`config.mk`:
```
export PLATFORM = sky130hd
export DESIGN_NAME = regfile_wb
export DESIGN_NICKNAME = d
export VERILOG_FILES = /design/src/rtl/regfile_wb.sv
export SDC_FILE = /design/constraint.sdc
export NUM_CORES = 1
export LEC_CHECK = 0
export CAP_MARGIN = 20
export CORE_UTILIZATION = 41
export CTS_CLUSTER_DIAMETER = 150
export DETAILED_ROUTE_END_ITERATION = 8
export GPL_TIMING_DRIVEN = 0
export SLEW_MARGIN = 25
export SYNTH_ARGS = -nofsm -noshare
export SYNTH_HDL_FRONTEND = slang
export SYNTH_SLANG_ARGS = --single-unit
```
`constraint.sdc`:
```
create_clock -name clk -period 4.2 [get_ports clk]
set_input_delay 0.42 -clock clk [delete_from_list [all_inputs] [get_ports clk]]
set_output_delay 0.42 -clock clk [all_outputs]
set_load 0.02 [all_outputs]
```
`src/rtl/regfile_wb.sv`:
```
// Register file + writeback stage; optional read bypass of the pending write under REGFILE_BYPASS_EN.
// Latency: accepted writeback commits to the array and pulses commit_valid one cycle after acceptance.
// Backpressure: wb_ready low only during the post-reset CLEAR sweep; in RUN every writeback is accepted.
module regfile_wb #(
  parameter int XLEN     = 32,
  parameter int NUM_REGS = 32,
  parameter int AW       = 5
) (
  input  logic            clk,
  input  logic            rst_n,
  input  logic [AW-1:0]   rs1_addr,
  input  logic [AW-1:0]   rs2_addr,
  output logic [XLEN-1:0] rs1_data,
  output logic [XLEN-1:0] rs2_data,
  input  logic            wb_valid,
  output logic            wb_ready,
  input  logic [AW-1:0]   wb_rd,
  input  logic [XLEN-1:0] wb_data,
  output logic            commit_valid,
  output logic [AW-1:0]   commit_rd,
  output logic [XLEN-1:0] commit_data,
  output logic [31:0]     retire_cnt
);

  typedef enum logic {CLEAR, RUN} state_t;

  localparam logic [AW-1:0] LAST_IDX = AW'(NUM_REGS - 1);

  state_t          state;
  logic [AW-1:0]   clr_idx;
  logic [XLEN-1:0] mem [NUM_REGS];
  logic            pend_v;
  logic [AW-1:0]   pend_rd;
  logic [XLEN-1:0] pend_data;
  logic [31:0]     retire_q;
  logic            xfer;

  assign wb_ready   = (state == RUN);
  assign xfer       = wb_valid && wb_ready;
  assign retire_cnt = retire_q;

  always_ff @(posedge clk or negedge rst_n) begin
    if (!rst_n) begin
      state        <= CLEAR;
      clr_idx      <= '0;
      pend_v       <= 1'b0;
      pend_rd      <= '0;
      pend_data    <= '0;
      commit_valid <= 1'b0;
      commit_rd    <= '0;
      commit_data  <= '0;
      retire_q     <= '0;
    end else begin
      if (state == CLEAR) begin
        if (clr_idx == LAST_IDX) begin
          state <= RUN;
        end else begin
          clr_idx <= clr_idx + 1'b1;
        end
      end
      // Pending slot reloads every edge, so it never blocks the next transfer.
      pend_v <= xfer;
      if (xfer) begin
        pend_rd   <= wb_rd;
        pend_data <= wb_data;
      end
      commit_valid <= pend_v;
      if (pend_v) begin
        commit_rd   <= pend_rd;
        commit_data <= pend_data;
        retire_q    <= retire_q + 32'd1;
      end
    end
  end

  // Array is not reset; the CLEAR sweep zeroes it one entry per cycle.
  always_ff @(posedge clk) begin
    if (state == CLEAR) begin
      mem[clr_idx] <= '0;
    end else if (pend_v && (pend_rd != '0) && (int'(pend_rd) < NUM_REGS)) begin
      mem[pend_rd] <= pend_data;
    end
  end

  always_comb begin
    rs1_data = '0;
    if ((state == RUN) && (rs1_addr != '0) && (int'(rs1_addr) < NUM_REGS)) begin
`ifdef REGFILE_BYPASS_EN
      if (pend_v && (rs1_addr == pend_rd)) begin
        rs1_data = pend_data;
      end else begin
        rs1_data = mem[rs1_addr];
      end
`else
      rs1_data = mem[rs1_addr];
`endif
    end
  end

  always_comb begin
    rs2_data = '0;
    if ((state == RUN) && (rs2_addr != '0) && (int'(rs2_addr) < NUM_REGS)) begin
`ifdef REGFILE_BYPASS_EN
      if (pend_v && (rs2_addr == pend_rd)) begin
        rs2_data = pend_data;
      end else begin
        rs2_data = mem[rs2_addr];
      end
`else
      rs2_data = mem[rs2_addr];
`endif
    end
  end

endmodule

```
==> flow_metrics.py <==
metrics = {
    "outcome": {
        "outcome": "finished, violations left",
        "failed_checks": "setup timing",
    },
    "global_route": {
        "antenna_found_initial": 6,
        "grt_start_max_net_pins": 66,
        "grt_pass1_vias": 33510,
        "grt_overflow": 0,
        "grt_usage": 0.2854,
        "grt_pass1_wl_um": 258300,
    },
    "pwr": {
        "leakagePower_uw": 0.02089,
        "p_per_area_mw_per_mm2": 427.9,
        "ir_worst_vdd_uv": 371.0,
    },
    "yosys": {
        "syn_inst": 3205,
        "synthesis.area_mm2": 0.05263,
        "syn_nets": 3258,
        "ys_seq_area_frac": 0.6384,
        "synth_area_per_cell_um2": 16.42,
        "ys_seq_elements": 1138,
        "synth_ff_type": "edfxtp_1",
        "synth-warning-count": 0,
        "yosys.cell_types.count": 53,
        "async_flop_share": 0.1002,
        "synth_enable_flop_cells": 1024,
    },
    "timing": {
        "slew_viol_final": 0,
        "max_freq_mhz": 236.6,
        "tns_ps": -39.29,
        "setup_viol": 3,
        "clock_skew_ps": 32.09,
        "relSlewSlack": 0.2415,
        "fin_crit_sh": 1.006,
        "worst_pin_slew_ps": 1138,
        "fin_ws_ps": -26.88,
        "finalHoldViolCount": 0,
        "min_period_ps": 4227,
    },
    "drt": {
        "ant_nets": 0,
        "wire_per_inst_um": 35.32,
        "wirelength_um": 188000,
        "drt-initial-drc-count": 4977,
        "num_vias": 34340,
        "vias_per_cell": 6.451,
        "drc": 0,
        "first_pass_iters": 5,
    },
    "clock_network": {
        "cts_buffers": 117,
        "htree_levels": 3,
        "cts_sinks": 1138,
        "path_clk_slew_ps": 60,
        "root_buffer": "clkbuf_16",
        "insertion_delay_ps": 720,
        "cts_tree": "built",
        "cts_buffer_depth": 3,
    },
    "floorplanning": {
        "fp.dieW_um": 360.3,
        "rows": 131,
        "core_mm2": 0.1275,
        "die_h_um": 360.3,
        "ios": 185,
        "dieArea_mm2": 0.1298,
        "initial_core_util": 0.4127,
    },
    "finish": {
        "multi_input_area_mm2": 0.01834,
        "final_nets": 3616,
        "ff_latch_area_mm2": 0.03360,
        "syn2layout_area_growth_pct": 18.93,
        "nFillCells": 10630,
        "final_cell_count_no_fill": 5324,
        "layout-drive-gt1-share": 0.2701,
    },
    "setup_path": {
        "path_depth": 8,
        "crit_type": "in2out",
        "r2r_end": "mem[19][21]",
        "cp_slowest_cell": "clkdlybuf4s50_1",
        "cp.required_ps": 3780,
        "critPathLaunchType": "input pin",
        "reg2reg_from": "pend_rd[2]",
        "cp_num_buf_inv": 5,
        "rrSetupSlack_ps": 1000,
        "cpMostUsedCell": "buf_4",
        "end_kind": "primary output",
        "critPathArrivalTime_ps": 3810,
        "crit_chain": "clkdlybuf4s50_1, buf_4, buf_4, buf_4, mux4_2, a22oi_1, nand4_1, clkdlybuf4s50_1",
        "max_stage_delay_ps": 680,
        "crit_fanout": 10,
        "worst-r2r-cell-count": 7,
        "cpLargestDelayFamily": "buffers and inverters",
    },
    "flow_run": {
        "max_cap_violations": 0,
    },
    "placement": {
        "dp.final_hpwl_um": 134600,
        "post-place-cells": 5103,
        "gp_routability_congestion": 0.9623,
        "io_buffer_count": 182,
    },
    "worst_hold_path": {
        "hp-class": "in2async",
    },
}
-- per-stage QoR --
step | hold WS, ps | util | instance area, µm² | setup slack, ps | power, µW
2_1_floorplan | 124.4 | - | 52630 | 932.9 | 14610
3_3_place_gp | 403.4 | 0.4433 | 56530 | -1984 | 16020
3_5_place_dp | 360.5 | 0.4563 | 58190 | -693.8 | 16100
4_1_cts | 199.1 | 0.4900 | 62480 | 0.1728 | 26760
5_1_grt | 245.2 | 0.4908 | 62580 | -8.477 | 27340
6_report | 210.6 | 0.4909 | 62590 | -26.88 | 26790
-- per-layer routing --
layer	GRT usage	routed length, µm	up-vias	part of all wire
li1	-	-	13860	-
met1	0.3774	71340	17720	0.38
met2	0.4372	84340	2290	0.45
met3	0.08483	23540	459	0.13
met4	0.1219	8773	8	0.047
met5	0	39	-	0.00021
-- report_power, final --
group / switching, µW / internal (µW)
Clock: 4480 / 6320
Combinational: 2030 / 1130
Sequential: 140 / 12700
-- placed cells by master, fill, tap and decap left out, types with 39 or more instances in the layout --
cell type / synthesis / layout
edfxtp_1: 1024 / 1024
mux2i_1: 260 / 260
mux4_2: 252 / 252
mux2_2: 201 / 201
clkdlybuf4s50_1: 0 / 176
a22oi_1: 162 / 155
clkbuf_16: 0 / 121
dfrtp_1: 114 / 114
nand3_1: 104 / 104
buf_2: 115 / 91
nand2_1: 90 / 90
nand4_1: 75 / 75
nor2b_1: 70 / 70
o21ai_0: 71 / 70
clkbuf_1: 94 / 66
mux2_1: 66 / 66
o22ai_1: 66 / 66
a211oi_1: 65 / 65
clkbuf_2: 0 / 47
buf_4: 19 / 39
-- worst max-delay path by stage --
stage / from / endpoint / slack [ps]
finish: rs1_addr[1] / rs1_data[30] / -30
global route: rs1_addr[1] / rs1_data[15] / -8
CTS: wb_ready / rs2_data[15] / 0.2
detailed placement: rs1_addr[1] / rs1_data[18] / -690
global placement: rst_n / commit_data[3] / -1980
floorplan: pend_rd[1] / mem[17][0] / 930
-- cell families (layout without fill, tap and decap cells) --
group,count (synthesis),count (layout),synth area share
flops,1138,1138,0.6384
mux,779,779,0.2144
fa+ha+maj,3,3,0.0007132
buf+inv,258,711,0.02377
xor+xnor,34,34,0.005658
compound gates,475,475,0.06373
simple gates,518,518,0.05330
other cells,0,4,0
-- synthesized netlist by cell type (4+ instances only) --
cell type  instances  area (µm²)
and2_1            41       256.5
nor2b_1           70       437.9
o31a_1            32       280.3
mux2_2           201        2263
a211oi_1          65       488.0
o21ai_0           71       355.3
nor3_1            19       95.09
buf_2            115       575.6
a22oi_1          162        1216
buf_6              9       101.4
mux4_2           252        5675
inv_1             12       45.04
o22ai_1           66       412.9
mux2i_1          260        2603
nand3_1          104       520.5
nor2_1            49       183.9
buf_1              9       33.78
or3_1             31       193.9
a22o_1            32       280.3
xor2_1            18       157.7
xnor2_1           16       140.1
dfrtp_1          114        2853
nand2_1           90       337.8
clkbuf_1          94       352.8
buf_4             19       142.6
edfxtp_1        1024       30750
nand2b_1           4       25.02
and3_1             4       25.02
nand4_1           75       469.2
mux2_1            66       743.2
and4_1             6       52.55
a31oi_1           33       206.5
-- sequential cells by signal (all words and copies together), names as in the netlist --
signal and count:
pend_rd 5, commit_valid 1, mem 1024, pend_v 1, commit_data 32, clr_idx 5, retire_cnt 32, wb_ready 1
pend_data 32, commit_rd 5
-- what timing repair did --
item	4_1_cts	5_1_grt
resized for setup	108	43
setup endpoints to repair	63	46
setup buffers	6	0
pin swaps	4	0
hold buffers	1	0
hold endpoints to repair	49	0
-- worst reg2reg max path: stages, from the launching register on --
cell and delay [ps]:
dfrtp_1 360, clkbuf_1 220, or4_1 480, a2111oi_0 560
a31oi_2 260, nor2_4 580, buf_16 240, buf_16 180
-- layout make-up --
| cell class | instances | area share |
|---|---|---|
| antenna | 4 | 0.0001599 |
| buffer | 241 | 0.02159 |
| multi-input combinational | 1809 | 0.2930 |
| clock buffer | 152 | 0.05119 |
| tap | 1662 | 0.03322 |
| clock inverter | 62 | 0.01133 |
| inverter | 12 | 0.0007196 |
| sequential | 1138 | 0.5368 |
| timing repair buffer | 244 | 0.05191 |
Note: power is estimated with default switching activity, not from simulation.
